$ cat src/rtl/cotm32_uart.sv
`timescale 1ns/1ps
// cotm32_uart: memory-mapped 8N1 UART responder.
// Stores to TXDATA go into a small TX FIFO that feeds the serializer on uart_tx.
// The deserializer on uart_rx fills a one-byte holding register read through RXDATA.
// STATUS reports FIFO, RX and error flags.
module cotm32_uart #(
    parameter int unsigned CLKS_PER_BIT  = 434,
    parameter int unsigned TX_FIFO_DEPTH = 4
) (
    input  logic        clk,
    input  logic        rst_n,
    input  logic        sel,
    input  logic [7:0]  addr,
    input  logic        wen,
    input  logic        ren,
    input  logic [31:0] wdata,
    output logic [31:0] rdata,
    output logic        uart_tx,
    input  logic        uart_rx
);

    localparam int unsigned CW = (CLKS_PER_BIT > 1) ? $clog2(CLKS_PER_BIT) : 1;
    localparam int unsigned AW = $clog2(TX_FIFO_DEPTH);
    localparam logic [CW-1:0] BIT_LAST  = CW'(CLKS_PER_BIT - 1);
    localparam logic [CW-1:0] HALF_LAST = CW'(CLKS_PER_BIT / 2 - 1);

    typedef enum logic [1:0] {TX_IDLE, TX_START, TX_DATA, TX_STOP} tx_state_t;
    typedef enum logic [1:0] {RX_IDLE, RX_START, RX_DATA, RX_STOP} rx_state_t;

    // TX FIFO and serializer state
    logic [7:0]    fifo_mem_q [TX_FIFO_DEPTH];
    logic [7:0]    fifo_mem_d [TX_FIFO_DEPTH];
    logic [AW:0]   wr_ptr_q, wr_ptr_d;
    logic [AW:0]   rd_ptr_q, rd_ptr_d;
    tx_state_t     tx_state_q, tx_state_d;
    logic [CW-1:0] tx_cnt_q, tx_cnt_d;
    logic [2:0]    tx_bit_q, tx_bit_d;
    logic [7:0]    tx_shift_q, tx_shift_d;
    logic          tx_out_q, tx_out_d;

    // RX synchronizer, deserializer and holding register state
    logic          rx_sync1_q, rx_sync1_d;
    logic          rx_sync2_q, rx_sync2_d;
    rx_state_t     rx_state_q, rx_state_d;
    logic [CW-1:0] rx_cnt_q, rx_cnt_d;
    logic [2:0]    rx_bit_q, rx_bit_d;
    logic [7:0]    rx_shift_q, rx_shift_d;
    logic [7:0]    rx_byte_q, rx_byte_d;
    logic          rx_valid_q, rx_valid_d;
    logic          overrun_q, overrun_d;
    logic          frame_err_q, frame_err_d;

    logic fifo_empty, fifo_full, tx_idle;
    logic tx_pop, tx_push;
    logic bus_tx_wr, bus_rx_rd;
    logic rx_s, rx_deliver, rx_stop_bad;
    logic unused_wdata;

    assign unused_wdata = ^wdata[31:8];

    assign bus_tx_wr  = sel && wen && (addr == 8'h00);
    assign bus_rx_rd  = sel && ren && (addr == 8'h04);

    assign fifo_empty = (wr_ptr_q == rd_ptr_q);
    assign fifo_full  = (wr_ptr_q[AW] != rd_ptr_q[AW]) &&
                        (wr_ptr_q[AW-1:0] == rd_ptr_q[AW-1:0]);
    assign tx_idle    = fifo_empty && (tx_state_q == TX_IDLE);
    assign rx_s       = rx_sync2_q;
    assign uart_tx    = tx_out_q;

    // TX FIFO bookkeeping and serializer next state
    always_comb begin
        fifo_mem_d = fifo_mem_q;
        wr_ptr_d   = wr_ptr_q;
        rd_ptr_d   = rd_ptr_q;
        tx_state_d = tx_state_q;
        tx_cnt_d   = tx_cnt_q;
        tx_bit_d   = tx_bit_q;
        tx_shift_d = tx_shift_q;
        tx_out_d   = tx_out_q;
        tx_pop     = 1'b0;

        unique case (tx_state_q)
            TX_IDLE: begin
                if (!fifo_empty) begin
                    tx_pop     = 1'b1;
                    tx_shift_d = fifo_mem_q[rd_ptr_q[AW-1:0]];
                    tx_state_d = TX_START;
                    tx_cnt_d   = '0;
                    tx_out_d   = 1'b0;
                end
            end
            TX_START: begin
                if (tx_cnt_q == BIT_LAST) begin
                    tx_state_d = TX_DATA;
                    tx_cnt_d   = '0;
                    tx_bit_d   = '0;
                    tx_out_d   = tx_shift_q[0];
                end else begin
                    tx_cnt_d = tx_cnt_q + 1'b1;
                end
            end
            TX_DATA: begin
                if (tx_cnt_q == BIT_LAST) begin
                    tx_cnt_d = '0;
                    if (tx_bit_q == 3'd7) begin
                        tx_state_d = TX_STOP;
                        tx_out_d   = 1'b1;
                    end else begin
                        tx_bit_d   = tx_bit_q + 1'b1;
                        tx_shift_d = {1'b0, tx_shift_q[7:1]};
                        tx_out_d   = tx_shift_q[1];
                    end
                end else begin
                    tx_cnt_d = tx_cnt_q + 1'b1;
                end
            end
            TX_STOP: begin
                if (tx_cnt_q == BIT_LAST) begin
                    tx_state_d = TX_IDLE;
                    tx_cnt_d   = '0;
                end else begin
                    tx_cnt_d = tx_cnt_q + 1'b1;
                end
            end
            default: tx_state_d = TX_IDLE;
        endcase

        // A pop in the same cycle frees the head slot, so a push into a full FIFO still lands.
        tx_push = bus_tx_wr && (!fifo_full || tx_pop);
        if (tx_push) begin
            fifo_mem_d[wr_ptr_q[AW-1:0]] = wdata[7:0];
            wr_ptr_d = wr_ptr_q + 1'b1;
        end
        if (tx_pop) begin
            rd_ptr_d = rd_ptr_q + 1'b1;
        end
    end

    // RX synchronizer, deserializer next state and holding-register flags
    always_comb begin
        rx_sync1_d  = uart_rx;
        rx_sync2_d  = rx_sync1_q;
        rx_state_d  = rx_state_q;
        rx_cnt_d    = rx_cnt_q;
        rx_bit_d    = rx_bit_q;
        rx_shift_d  = rx_shift_q;
        rx_byte_d   = rx_byte_q;
        rx_valid_d  = rx_valid_q;
        overrun_d   = overrun_q;
        frame_err_d = frame_err_q;
        rx_deliver  = 1'b0;
        rx_stop_bad = 1'b0;

        unique case (rx_state_q)
            RX_IDLE: begin
                if (!rx_s) begin
                    rx_state_d = RX_START;
                    rx_cnt_d   = '0;
                end
            end
            RX_START: begin
                if (rx_cnt_q == HALF_LAST) begin
                    rx_cnt_d   = '0;
                    rx_bit_d   = '0;
                    rx_state_d = rx_s ? RX_IDLE : RX_DATA;
                end else begin
                    rx_cnt_d = rx_cnt_q + 1'b1;
                end
            end
            RX_DATA: begin
                if (rx_cnt_q == BIT_LAST) begin
                    rx_cnt_d   = '0;
                    rx_shift_d = {rx_s, rx_shift_q[7:1]};
                    if (rx_bit_q == 3'd7) begin
                        rx_state_d = RX_STOP;
                    end else begin
                        rx_bit_d = rx_bit_q + 1'b1;
                    end
                end else begin
                    rx_cnt_d = rx_cnt_q + 1'b1;
                end
            end
            RX_STOP: begin
                if (rx_cnt_q == BIT_LAST) begin
                    rx_state_d  = RX_IDLE;
                    rx_cnt_d    = '0;
                    rx_deliver  = rx_s;
                    rx_stop_bad = !rx_s;
                end else begin
                    rx_cnt_d = rx_cnt_q + 1'b1;
                end
            end
            default: rx_state_d = RX_IDLE;
        endcase

        if (bus_rx_rd) begin
            rx_valid_d  = 1'b0;
            overrun_d   = 1'b0;
            frame_err_d = 1'b0;
        end

        // A delivery coinciding with an RXDATA read replaces the byte and leaves overrun as it was.
        if (rx_deliver) begin
            if (!rx_valid_q || bus_rx_rd) begin
                rx_byte_d  = rx_shift_q;
                rx_valid_d = 1'b1;
                if (bus_rx_rd) begin
                    overrun_d = overrun_q;
                end
            end else begin
                overrun_d = 1'b1;
            end
        end

        if (rx_stop_bad) begin
            frame_err_d = 1'b1;
        end
    end

    // Load data decode
    always_comb begin
        rdata = '0;
        if (sel) begin
            case (addr)
                8'h04:   rdata = {24'h0, rx_valid_q ? rx_byte_q : 8'h00};
                8'h08:   rdata = {27'h0, frame_err_q, overrun_q, rx_valid_q, tx_idle, fifo_full};
                default: rdata = '0;
            endcase
        end
    end

    // State registers with synchronous active-low reset
    always_ff @(posedge clk) begin
        if (!rst_n) begin
            fifo_mem_q  <= '{default: '0};
            wr_ptr_q    <= '0;
            rd_ptr_q    <= '0;
            tx_state_q  <= TX_IDLE;
            tx_cnt_q    <= '0;
            tx_bit_q    <= '0;
            tx_shift_q  <= '0;
            tx_out_q    <= 1'b1;
            rx_sync1_q  <= 1'b1;
            rx_sync2_q  <= 1'b1;
            rx_state_q  <= RX_IDLE;
            rx_cnt_q    <= '0;
            rx_bit_q    <= '0;
            rx_shift_q  <= '0;
            rx_byte_q   <= '0;
            rx_valid_q  <= 1'b0;
            overrun_q   <= 1'b0;
            frame_err_q <= 1'b0;
        end else begin
            fifo_mem_q  <= fifo_mem_d;
            wr_ptr_q    <= wr_ptr_d;
            rd_ptr_q    <= rd_ptr_d;
            tx_state_q  <= tx_state_d;
            tx_cnt_q    <= tx_cnt_d;
            tx_bit_q    <= tx_bit_d;
            tx_shift_q  <= tx_shift_d;
            tx_out_q    <= tx_out_d;
            rx_sync1_q  <= rx_sync1_d;
            rx_sync2_q  <= rx_sync2_d;
            rx_state_q  <= rx_state_d;
            rx_cnt_q    <= rx_cnt_d;
            rx_bit_q    <= rx_bit_d;
            rx_shift_q  <= rx_shift_d;
            rx_byte_q   <= rx_byte_d;
            rx_valid_q  <= rx_valid_d;
            overrun_q   <= overrun_d;
            frame_err_q <= frame_err_d;
        end
    end

endmodule
$ cat config.mk
export PLATFORM = sky130hd
export DESIGN_NAME = cotm32_uart
export DESIGN_NICKNAME = d
export VERILOG_FILES = /design/src/rtl/cotm32_uart.sv
export SDC_FILE = /design/constraint.sdc
export NUM_CORES = 1
export LEC_CHECK = 0
export ABC_AREA = 1
export CORE_MARGIN = 5
export CORE_UTILIZATION = 49
export DETAILED_ROUTE_END_ITERATION = 8
export PLACE_DENSITY = 0.86
export SYNTH_ARGS = -nofsm -noshare
export SYNTH_HDL_FRONTEND = slang
export SYNTH_SLANG_ARGS = --single-unit
$ cat constraint.sdc
create_clock -name clk -period 1.6 [get_ports clk]
set_input_delay 0.32 -clock clk [delete_from_list [all_inputs] [get_ports clk]]
set_output_delay 0.32 -clock clk [all_outputs]
set_load 0.005 [all_outputs]
==> load_flow_metrics.sql <==
INSERT INTO impl_metrics (metric_group, metric, value, unit) VALUES
('outcome', 'status', 'complete, but fails checks', ''),
('outcome', 'violations', 'setup timing', ''),
('critical_path', 'critical-path-top-cell-by-count', 'sky130_fd_sc_hd__nand2_2', ''),
('power', 'pwr_density_cell', '1080', 'nW/µm²'),
('synthesis', 'synth.avg_cell_area', '6.52', 'µm²'),
('critical_path', 'critical_path.max_fanout', '2', ''),
('synthesis', 'synth_area_leader_cell', 'sky130_fd_sc_hd__dfxtp_1', ''),
('cells_and_area', 'area_taken_by_multi_input_logic_gates', '3010', 'µm²'),
('synthesis', 'synth.cell_area', '5150', 'µm²'),
('routing', 'detail-route-antenna-nets', '0', ''),
('routing', 'drc', '0', ''),
('grt', 'first_global_vias', '4625', ''),
('critical_path', 'timing.critical_path.slowest_stage_cell', 'sky130_fd_sc_hd__dfxtp_2', ''),
('synthesis', 'netlist_top_cells_area', 'sky130_fd_sc_hd__dfxtp_1 37%, sky130_fd_sc_hd__nand2_1 15%, sky130_fd_sc_hd__nor2_1 9.5%', ''),
('power', 'power.ir.vdd_worst', '627', 'µV'),
('grt', 'grt_pass1_wl', '20700', 'µm'),
('routing', 'initialDrtViolationCount', '393', ''),
('die', 'design.die.area', '12700', 'µm²'),
('synthesis', 'synthDistinctLibCells', '33', ''),
('critical_path', 'path_delay_family', 'simple AND/OR/NAND/NOR gates', ''),
('die', 'start_util', '50.1', '%'),
('sta', 'clock.fmax', '0.544', 'GHz'),
('routing', 'post_drt_via_cell_ratio', '4.98', ''),
('clock_network', 'cts-root-buf', 'sky130_fd_sc_hd__clkbuf_8', ''),
('routing', 'detail_route.wirelength', '12900', 'µm'),
('sta', 'setup_violations', '5', ''),
('cells_and_area', 'final_common_cell', 'sky130_fd_sc_hd__nand2_1', ''),
('critical_path', 'worstPathRequired', '1.28', 'ns'),
('grt', 'groute.usage.overall', '19.2', '%'),
('sta', 'setup_ws', '-0.237', 'ns'),
('critical_path', 'timing.setup.critical_path_class', 'register to output port', ''),
('critical_path', 'arr_time_crit_path', '1.52', 'ns'),
('sta', 'final.setup_skew', '0.0166', 'ns'),
('die', 'design.portCount', '79', ''),
('clock_network', 'worst_skew_pair.late_latency', '0.38', 'ns'),
('synthesis', 'synth-seq-cells', '96', ''),
('sta', 'timing.final.crit_period', '1.84', 'ns'),
('sta', 'worst_hold_slack', '0.418', 'ns'),
('sta', 'finalHoldViolCount', '0', ''),
('die', 'fp-row-count', '37', ''),
('synthesis', 'ys.flop_type', 'sky130_fd_sc_hd__dfxtp_1', ''),
('critical_path', 'max_stage_delay', '0.35', 'ns'),
('synthesis', 'synth_edf_count', '0', ''),
('sta', 'rsz0062_at_grt', 'true', ''),
('critical_path', 'critical_path.n_buffers_inverters', '1', ''),
('cells_and_area', 'seqCellArea', '1930', 'µm²'),
('routing', 'num_vias', '5109', ''),
('cells_and_area', 'finish.net_count', '950', ''),
('cells_and_area', 'areaGrowthSynthToFinish', '28.8', '%'),
('cells_and_area', 'layout.cells.most_common_list', '189 x sky130_fd_sc_hd__nand2_1, 122 x sky130_fd_sc_hd__nor2_1, 86 x sky130_fd_sc_hd__dfxtp_1', ''),
('clock_network', 'path_clk_slew', '0.10', 'ns'),
('place', 'dp.final_hpwl', '8190', 'µm'),
('routing', 'avgRoutedWirePerCell', '12.6', 'µm'),
('grt', 'antenna_found_initial', '0', ''),
('cells_and_area', 'finalInstanceArea', '6640', 'µm²'),
('die', 'floorplan.die.width', '113', 'µm'),
('clock_network', 'ctsLongestPathBuffers', '2', ''),
('critical_path', 'crit_path_cell_trace', 'xnor2_2 -> nand2_2 -> nor2_2 -> nand2_2 -> a21oi_2 -> buf_2', ''),
('worst_hold_path', 'hold_path_class', 'input port to register', ''),
('synthesis', 'yosys_warns', '0', ''),
('synthesis', 'yosysTopAreaCellShare', '37.3', '%'),
('grt', 'globalRoute.totalOverflow', '0', ''),
('place', 'place_congestion', '0.878', ''),
('clock_network', 'htree_num_levels', '3', ''),
('clock_network', 'cts_hold_repair.buffers', '0', ''),
('clock_network', 'tritoncts_num_sinks', '96', ''),
('clock_network', 'tritoncts.num_buffers', '9', ''),
('clock_network', 'cts_tree', 'built', ''),
('die', 'core', '10300', 'µm²'),
('die', 'die-height', '113', 'µm'),
('place', 'port_buffers', '30', '');
kinds of logic (layout without fill, tap and decap cells):
family,count (synthesis),in the layout,synth area share [%]
xor gates and xnor gates,6,6,1.02
adders and majority gates,19,19,4.61
other,1,24,0.0728
and+or+nand+nor,410,411,32.6
buffers and inverters,147,223,13.2
AOI/OAI and AO/OA,111,111,11.2
DFF,96,96,37.3
worst reg2reg max path: cells and delay by family (launching register included):
family / cells / cell delay [ns]
flops: 1 / 0.37
simple gates: 4 / 0.33
compound gates: 3 / 0.34
buf+inv: 2 / 0.51
state kept, by name (all words and copies together), names as in the netlist, 3 cells and up, named ones only:
register / flops
rx_bit_q: 3
fifo_mem_q: 32
tx_shift_q: 8
rx_shift_q: 8
rx_byte_q: 8
wr_ptr_q: 3
rd_ptr_q: 3
rx_cnt_q: 9
tx_cnt_q: 9
tx_bit_q: 3
final cells by class:
cell class	count	area share (%)
sequential	96	29.2
inverter	101	6.00
tap	136	2.56
clock inverter	6	0.792
clock buffer	10	2.07
timing repair buffer	105	13.9
multi-input combinational	571	45.4
timing repair inverter	1	0.113
per-layer routing:
metal	track usage, %	share of wire [%]	routed length, µm	up-vias
met5	0	0	0	-
met4	7.37	1.5	200	0
met3	2.75	5.9	768	16
met2	31.7	49	6320	174
met1	25.4	44	5630	2308
li1	-	-	-	2611
report_power, final:
group	leakage, nW	switching [mW]	total, mW	internal [mW]
clock network	0.0974	0.927	1.56	0.630
logic	2.25	1.67	2.88	1.22
registers	0.781	0.120	2.72	2.60
per-stage QoR:
step | power [mW] | TNS (ns) | cells | setup slack (ns) | utilization, %
final | 7.16 | -0.615 | 1026 | -0.237 | 64.6
after global placement | 4.95 | -25.41 | 996 | -0.816 | 57.9
after global routing | 7.65 | -3.89 | 1026 | -0.325 | 64.6
after floorplan | 4.20 | 0 | 813 | 0.00221 | -
after CTS | 6.73 | -1.44 | 1019 | -0.244 | 61.3
after detailed placement | 5.02 | -27.04 | 996 | -0.818 | 57.9
timing repair:
action                                  4_1_cts  5_1_grt
cloned                                        1        1
endpoints found under the setup margin       58       87
setup buffers                                 6        7
gates resized for setup                      93      111
pin swaps                                    15       35
cells in the mapped netlist, types with 2 or more instances:
master,instances
sky130_fd_sc_hd__nand4_1,7
sky130_fd_sc_hd__or2_2,2
sky130_fd_sc_hd__buf_4,24
sky130_fd_sc_hd__xor2_1,3
sky130_fd_sc_hd__o21ai_0,47
sky130_fd_sc_hd__inv_1,99
sky130_fd_sc_hd__nor2_1,131
sky130_fd_sc_hd__buf_2,8
sky130_fd_sc_hd__ha_1,19
sky130_fd_sc_hd__xnor2_1,3
sky130_fd_sc_hd__nand3_1,38
sky130_fd_sc_hd__nand3_2,4
sky130_fd_sc_hd__buf_6,4
sky130_fd_sc_hd__a22oi_1,2
sky130_fd_sc_hd__clkbuf_1,10
sky130_fd_sc_hd__a21oi_1,56
sky130_fd_sc_hd__nand2_1,212
sky130_fd_sc_hd__dfxtp_1,96
sky130_fd_sc_hd__nor3b_1,3
sky130_fd_sc_hd__nor3_1,9
path summary, 6_finish.rpt:
| kind | startpoint | to | slack, ns | cells past startpoint |
|---|---|---|---|---|
| worst max register to register | rd_ptr_q[0] | tx_shift_q[2] | 0 | 9 |
| worst min-delay path | rst_n | rx_cnt_q[6] | 0.42 | 3 |
| worst min register to register | rx_sync1_q | rx_s | 0.42 | 1 |
| worst max-delay path | wr_ptr_q[1] | rdata[0] | -0.24 | 6 |
No activity file was read; power rests on OpenSTA's default activity.
